## config.mk

```make
export PLATFORM = sky130hd
export DESIGN_NAME = memory_stage
export DESIGN_NICKNAME = d
export VERILOG_FILES = /design/src/rtl/mips_pkg.sv /design/src/rtl/dmem_lane.sv /design/src/rtl/memory_stage.sv
export SDC_FILE = /design/constraint.sdc
export NUM_CORES = 1
export LEC_CHECK = 0
export CAP_MARGIN = 30
export CORE_MARGIN = 1.5
export CORE_UTILIZATION = 35
export CTS_CLUSTER_SIZE = 10
export DETAILED_ROUTE_END_ITERATION = 16
export HOLD_SLACK_MARGIN = 0.12
export MAX_ROUTING_LAYER = met4
export PLACE_DENSITY = 0.68
export SLEW_MARGIN = 20
export SYNTH_ARGS = -nofsm -noshare
export SYNTH_HDL_FRONTEND = slang
export SYNTH_SLANG_ARGS = --single-unit
```

## constraint.sdc

```tcl
create_clock -name clock -period 2.4 [get_ports clock]
set_clock_uncertainty 0.05 [all_clocks]
set_input_delay 0.48 -clock clock [delete_from_list [all_inputs] [get_ports clock]]
set_output_delay 0.48 -clock clock [all_outputs]
set_load 0.02 [all_outputs]
```

## src/rtl/mips_pkg.sv

```systemverilog
// mips_pkg: opcodes and M-stage state shared across the pipeline
package mips_pkg;

    localparam logic [5:0] LB_OP   = 6'b010101;
    localparam logic [5:0] LBU_OP  = 6'b011000;
    localparam logic [5:0] LW_OP   = 6'b010100;
    localparam logic [5:0] SW_OP   = 6'b010110;
    localparam logic [5:0] SB_OP   = 6'b010111;
    localparam logic [5:0] JAL_OP  = 6'b100000;
    localparam logic [5:0] JALR_OP = 6'b010001;

    typedef enum logic {IDLE, REQ} mstate_t;

endpackage

```

## src/rtl/dmem_lane.sv

```systemverilog
// dmem_lane: big-endian byte-lane steering for stores and byte-load alignment
module dmem_lane (
    input  logic [1:0]  off_i,
    input  logic        byte_i,
    input  logic [31:0] wdata_i,
    input  logic [31:0] rdata_i,
    output logic [3:0]  be_o,
    output logic [31:0] wdata_o,
    output logic [31:0] rdata_o
);

    logic [31:0] rshift;

    // offset 0 is lane [31:24], so the lane index is the inverted offset
    always_comb begin
        be_o    = byte_i ? 4'b1000 >> off_i : 4'b1111;
        wdata_o = byte_i ? {4{wdata_i[7:0]}} : wdata_i;
        rshift  = rdata_i >> {~off_i, 3'b000};
        rdata_o = byte_i ? {rshift[7:0], 24'h0} : rdata_i;
    end

endmodule

```

## src/rtl/memory_stage.sv

```systemverilog
// memory_stage: M pipeline stage, drives a req/ack data-memory port and the MEM/WB register
module memory_stage
    import mips_pkg::*;
#(
    parameter int TIMEOUT_CYCLES = 16,
    parameter int CNT_W          = 5
) (
    input  logic        clock,
    input  logic        reset,
    input  logic        ex_valid,
    input  logic [31:0] ex_o,
    input  logic [31:0] ex_b,
    input  logic [31:0] ex_insn,
    input  logic [5:0]  ex_aluop,
    input  logic        ex_dmwe,
    input  logic        ex_rwe,
    input  logic        ex_rdst,
    input  logic        ex_rwd,
    input  logic        ex_dm_byte,
    output logic        m_stall,
    output logic        dm_req,
    output logic        dm_we,
    output logic [31:0] dm_addr,
    output logic [31:0] dm_wdata,
    output logic [3:0]  dm_be,
    input  logic [31:0] dm_rdata,
    input  logic        dm_ack,
    output logic        wb_valid,
    output logic [31:0] wb_o,
    output logic [31:0] wb_d,
    output logic [31:0] wb_insn,
    output logic [5:0]  wb_aluop,
    output logic        wb_rwe,
    output logic        wb_rdst,
    output logic        wb_rwd,
    output logic        bus_err
);

    mstate_t          state_q, state_d;
    logic [CNT_W-1:0] cnt_q;
    logic             mem_op, aligned, accept, timeout, done;
    logic [1:0]       lane_off;
    logic             lane_byte;
    logic [3:0]       lane_be;
    logic [31:0]      lane_wdata, lane_rdata;
    logic [31:0]      req_o_q, req_insn_q;
    logic [5:0]       req_aluop_q;
    logic             req_rwe_q, req_rdst_q, req_rwd_q, req_byte_q;
    logic             dm_req_q, dm_we_q, bus_err_q;
    logic [31:0]      dm_addr_q, dm_wdata_q;
    logic [3:0]       dm_be_q;
    logic             wb_valid_q, wb_rwe_q, wb_rdst_q, wb_rwd_q;
    logic [31:0]      wb_o_q, wb_d_q, wb_insn_q;
    logic [5:0]       wb_aluop_q;

    // decode of the execute bundle and completion events of an outstanding access
    always_comb begin
        mem_op    = ex_dmwe || ex_rwd;
        aligned   = ex_dm_byte || ex_o[1:0] == 2'b00;
        accept    = ex_valid && mem_op && aligned;
        timeout   = cnt_q == CNT_W'(TIMEOUT_CYCLES - 1);
        done      = dm_ack || timeout;
        lane_off  = state_q == REQ ? req_o_q[1:0] : ex_o[1:0];
        lane_byte = state_q == REQ ? req_byte_q : ex_dm_byte;
    end

    dmem_lane u_lane (
        .off_i   (lane_off),
        .byte_i  (lane_byte),
        .wdata_i (ex_b),
        .rdata_i (dm_rdata),
        .be_o    (lane_be),
        .wdata_o (lane_wdata),
        .rdata_o (lane_rdata)
    );

    // state register
    always_ff @(posedge clock) begin
        if (reset) state_q <= IDLE;
        else       state_q <= state_d;
    end

    // next state: IDLE waits for an aligned memory op, REQ waits for ack or timeout
    always_comb begin
        state_d = state_q == IDLE ? (accept ? REQ : IDLE) : (done ? IDLE : REQ);
    end

    // stall execute for every cycle an access is outstanding
    always_comb begin
        m_stall = state_q != IDLE;
    end

    // memory port, timeout counter, in-flight bundle and MEM/WB register
    always_ff @(posedge clock) begin
        if (reset) begin
            cnt_q       <= '0;
            req_o_q     <= '0;
            req_insn_q  <= '0;
            req_aluop_q <= '0;
            req_rwe_q   <= 1'b0;
            req_rdst_q  <= 1'b0;
            req_rwd_q   <= 1'b0;
            req_byte_q  <= 1'b0;
            dm_req_q    <= 1'b0;
            dm_we_q     <= 1'b0;
            dm_addr_q   <= '0;
            dm_wdata_q  <= '0;
            dm_be_q     <= '0;
            bus_err_q   <= 1'b0;
            wb_valid_q  <= 1'b0;
            wb_rwe_q    <= 1'b0;
            wb_rdst_q   <= 1'b0;
            wb_rwd_q    <= 1'b0;
            wb_o_q      <= '0;
            wb_d_q      <= '0;
            wb_insn_q   <= '0;
            wb_aluop_q  <= '0;
        end else begin
            bus_err_q <= 1'b0;
            if (state_q == IDLE) begin
                wb_valid_q <= ex_valid && !accept;
                wb_rwe_q   <= ex_valid && !mem_op && ex_rwe;
                if (ex_valid) begin
                    wb_o_q     <= ex_o;
                    wb_d_q     <= '0;
                    wb_insn_q  <= ex_insn;
                    wb_aluop_q <= ex_aluop;
                    wb_rdst_q  <= ex_rdst;
                    wb_rwd_q   <= ex_rwd;
                    bus_err_q  <= mem_op && !aligned;
                end
                if (accept) begin
                    cnt_q       <= '0;
                    dm_req_q    <= 1'b1;
                    dm_we_q     <= ex_dmwe;
                    dm_addr_q   <= {ex_o[31:2], 2'b00};
                    dm_wdata_q  <= lane_wdata;
                    dm_be_q     <= lane_be;
                    req_o_q     <= ex_o;
                    req_insn_q  <= ex_insn;
                    req_aluop_q <= ex_aluop;
                    req_rwe_q   <= ex_rwe;
                    req_rdst_q  <= ex_rdst;
                    req_rwd_q   <= ex_rwd;
                    req_byte_q  <= ex_dm_byte;
                end
            end else if (done) begin
                dm_req_q   <= 1'b0;
                dm_we_q    <= 1'b0;
                dm_be_q    <= '0;
                bus_err_q  <= !dm_ack;
                wb_valid_q <= 1'b1;
                wb_rwe_q   <= dm_ack && req_rwe_q;
                wb_o_q     <= req_o_q;
                wb_d_q     <= dm_ack ? lane_rdata : '0;
                wb_insn_q  <= req_insn_q;
                wb_aluop_q <= req_aluop_q;
                wb_rdst_q  <= req_rdst_q;
                wb_rwd_q   <= req_rwd_q;
            end else begin
                cnt_q <= cnt_q + 1'b1;
            end
        end
    end

    assign dm_req   = dm_req_q;
    assign dm_we    = dm_we_q;
    assign dm_addr  = dm_addr_q;
    assign dm_wdata = dm_wdata_q;
    assign dm_be    = dm_be_q;
    assign bus_err  = bus_err_q;
    assign wb_valid = wb_valid_q;
    assign wb_o     = wb_o_q;
    assign wb_d     = wb_d_q;
    assign wb_insn  = wb_insn_q;
    assign wb_aluop = wb_aluop_q;
    assign wb_rwe   = wb_rwe_q;
    assign wb_rdst  = wb_rdst_q;
    assign wb_rwd   = wb_rwd_q;

endmodule

```

==> flow_metrics.py <==
metrics = {
    "timing": {
        "layout_setup_ws_ps": 102.2,
        "setup_viol": 0,
        "tightest_slew_ps": 951.6,
        "hold_ws_ps": 314.6,
        "timing_hold_violations_final": 0,
        "fmax_ghz": 0.4352,
        "finalCritPeriodShare_pct": 95.74,
        "max_slew_margin_pct": 36.56,
        "slew_violations": 0,
        "period_needed_ps": 2298,
    },
    "route": {
        "first_pass_iters": 5,
        "antenna_left": 0,
        "num_vias": 8072,
        "drtIter0Drc": 536,
        "wl_mm": 28.32,
        "routed_via_density": 5.242,
        "drc": 0,
        "wl_per_cell_um": 18.39,
    },
    "power_and_ir_drop": {
        "vdd_drop_max_v": 0.0004401,
        "power.leakage_nw": 4.672,
        "powerDensity_mw_per_mm2": 716.8,
        "power.total_mw": 9.467,
    },
    "hold_path": {
        "min_path_type": "input pin to flip-flop",
        "min_to": "wb_d[23]$_SDFFE_PP0P_",
        "holdPathStages": 2,
        "hp-start": "reset",
    },
    "cts": {
        "cts_tree": "yes",
        "ctsRootBufferMaster": "clkbuf_16",
        "clkTransAtPathRegs_ps": 60,
        "cts_inserted_buffers": 27,
        "insertion_delay_ps": 520,
        "htreeDepth": 1,
        "cts.sink_count": 225,
        "cts.path.max_buffers": 3,
    },
    "logic_synthesis": {
        "synthAdderAreaFrac_pct": 0.2780,
        "async_reset_ff_share_pct": 0,
        "yosys.cell_types.count": 43,
        "synth_xor_area_share_pct": 0,
        "yosys.area.top_type_share_pct": 50.05,
        "synth_top_family_by_area": "compound AO/OA/AOI/OAI gates",
        "ys_seq_elements": 225,
        "synth-seq-area-share_pct": 50.05,
        "yosys_warnings": 0,
        "synth_ff_type": "dfxtp_1",
        "synth_mux_area_share_pct": 8.619,
        "synth-simple-area-share_pct": 12.57,
        "syn_inst": 932,
        "syn_area_per_cell_um2": 9.657,
        "yosys.area.top_type": "dfxtp_1",
        "netlist_area_mm2": 0.009000,
        "synth_edf_count": 0,
        "synthTopCellsByArea": "dfxtp_1, mux2i_1, a211oi_1",
        "synth_compound_area_share_pct": 21.27,
    },
    "run_status": {
        "outcome": "completed",
    },
    "global_route": {
        "grt_usage_pct": 21.06,
        "grt_pass1_vias": 7885,
        "antenna_found_initial": 2,
        "grt_pass1_wl_mm": 43.26,
        "grt-ovfl-total": 0,
        "grt_max_degree": 68,
    },
    "placed_design": {
        "hpwl_mm": 19.26,
        "dp.cells": 1498,
        "io_buffers": 318,
        "dpl_worst_slack_ps": 2.545,
        "gp_congestion": 0.8695,
    },
    "layout": {
        "layout_common_cells": "clkdlybuf4s50_1, dfxtp_1, nor2_1, a211oi_1, nand2_1",
        "finalNonFillerCells": 1540,
        "final_nets": 1347,
        "final_util_pct": 52.45,
        "drive_above_1_share_pct": 7.533,
        "layout_commonest_cell": "clkdlybuf4s50_1",
        "area_growth_pct": 46.75,
    },
    "setup_path": {
        "reg2reg_slack_ps": 100,
        "worstSetupStartpointType": "flip-flop",
        "crit_arrival_ps": 2670,
        "r2r_start": "cnt_q[0]$_SDFFE_PP0P_",
        "cp-end-kind": "flip-flop",
        "r2r.worst_path.cells": 10,
        "worst_ep_required_time_ps": 2770,
        "cp_max_fo": 32,
        "crit_type": "flip-flop to flip-flop",
        "rr_endpoint": "wb_insn[16]$_SDFFE_PP0P_",
    },
    "floorplan": {
        "die_w_um": 163.4,
        "die-area_mm2": 0.02668,
        "die_h_um": 163.4,
        "core_area_mm2": 0.02518,
        "rows": 58,
        "pin_count": 321,
        "floorplan.initialDensity_pct": 35.74,
    },
    "job": {
        "cap_viol_max_count": 0,
    },
}
-- worst max-delay path: stages (launching register included) --
cell and delay (ps):
dfxtp_1 330, ha_1 210, and3_1 200, ha_2 230, nor3b_4 250, buf_12 160, nor2_4 40, buf_12 150
buf_4 150, clkbuf_16 210, a211oi_1 230
-- per-layer routing --
| metal | vias to the layer above | part of all wire [%] | GRT usage (%) |
|---|---|---|---|
| met3 | 46 | 8.9 | 6.348 |
| met1 | 3816 | 41 | 25.15 |
| li1 | 3906 | - | - |
| met5 | - | 0 | - |
| met4 | 0 | 2.5 | 6.339 |
| met2 | 304 | 48 | 34.05 |
-- report_power, final --
part / internal, mW / switching [mW] / total [mW] / leakage (nW)
logic: 0.900 / 0.952 / 1.85 / 2.47
registers: 3.99 / 0.139 / 4.12 / 1.85
clock network: 2.03 / 1.46 / 3.49 / 0.354
total: 6.92 / 2.55 / 9.47 / 4.67
-- per-stage QoR --
stage / setup TNS, ps / area (um2)
2_1_floorplan: 0 / 9004
6_report: 0 / 13210
5_1_grt: -52.84 / 13210
3_3_place_gp: 0 / 12380
4_1_cts: 0 / 13100
3_5_place_dp: 0 / 12380
-- cells in the mapped netlist, types with 2 or more instances --
library cell and number:
a211oi_1 97, nand2b_1 2, buf_1 2, inv_1 2, mux2_2 2, nand3_1 14, nand2_1 73, and3_1 2
a32o_1 65, ha_1 2, nor2_1 135, mux2i_1 73, o21ai_0 4, buf_2 45, clkbuf_1 32, o22a_1 8
nor3_1 25, a22oi_1 26, a21oi_1 32, nand3b_1 2, nor2b_1 8, dfxtp_1 225, buf_4 36
-- cell type report --
type	count	area, um2
inverters	3	11.26
repair buffers	356	3641
multi-input cells	589	3908
clock inverters	2	13.76
flip-flops and latches	225	4508
diodes	2	5.005
clock buffers	33	708.2
well taps	330	412.9
fillers	2305	11970
-- worst max path at each step --
stage / startpoint / endpoint / cells past startpoint / slack [ps]
after CTS: cnt_q[0]$_SDFFE_PP0P_ / wb_d[3]$_SDFFE_PP0P_ / 7 / 30
final: cnt_q[0]$_SDFFE_PP0P_ / wb_insn[16]$_SDFFE_PP0P_ / 10 / 100
after floorplan: cnt_q[0]$_SDFFE_PP0P_ / wb_valid$_SDFFE_PP0P_ / 9 / 470
after global placement: ex_o[0] / wb_d[27]$_SDFFE_PP0P_ / 5 / 40
after global routing: cnt_q[0]$_SDFFE_PP0P_ / wb_o[31]$_SDFFE_PP0P_ / 10 / -20
after detailed placement: dm_ack / wb_d[4]$_SDFFE_PP0P_ / 5 / 3
-- flip-flops by register name (all words and copies together), names as in the netlist, 4 cells and up --
name	cells
wb_d	32
req_aluop_q	6
cnt_q	5
wb_aluop	6
dm_wdata	32
req_insn_q	32
wb_o	32
dm_be	4
wb_insn	32
req_o_q	32
-- kinds of logic after synthesis --
family	after synthesis
muxes	76
other	1
AOI/OAI and AO/OA	241
buffers and inverters	119
DFF	225
adders and majority gates	2
and+or+nand+nor	268
-- timing repair --
action,CTS,global route
setup endpoints to repair,0,51
resized for setup,0,6
hold buffers,0,0
setup buffers,0,4
Note: power is estimated with default switching activity, not from simulation.
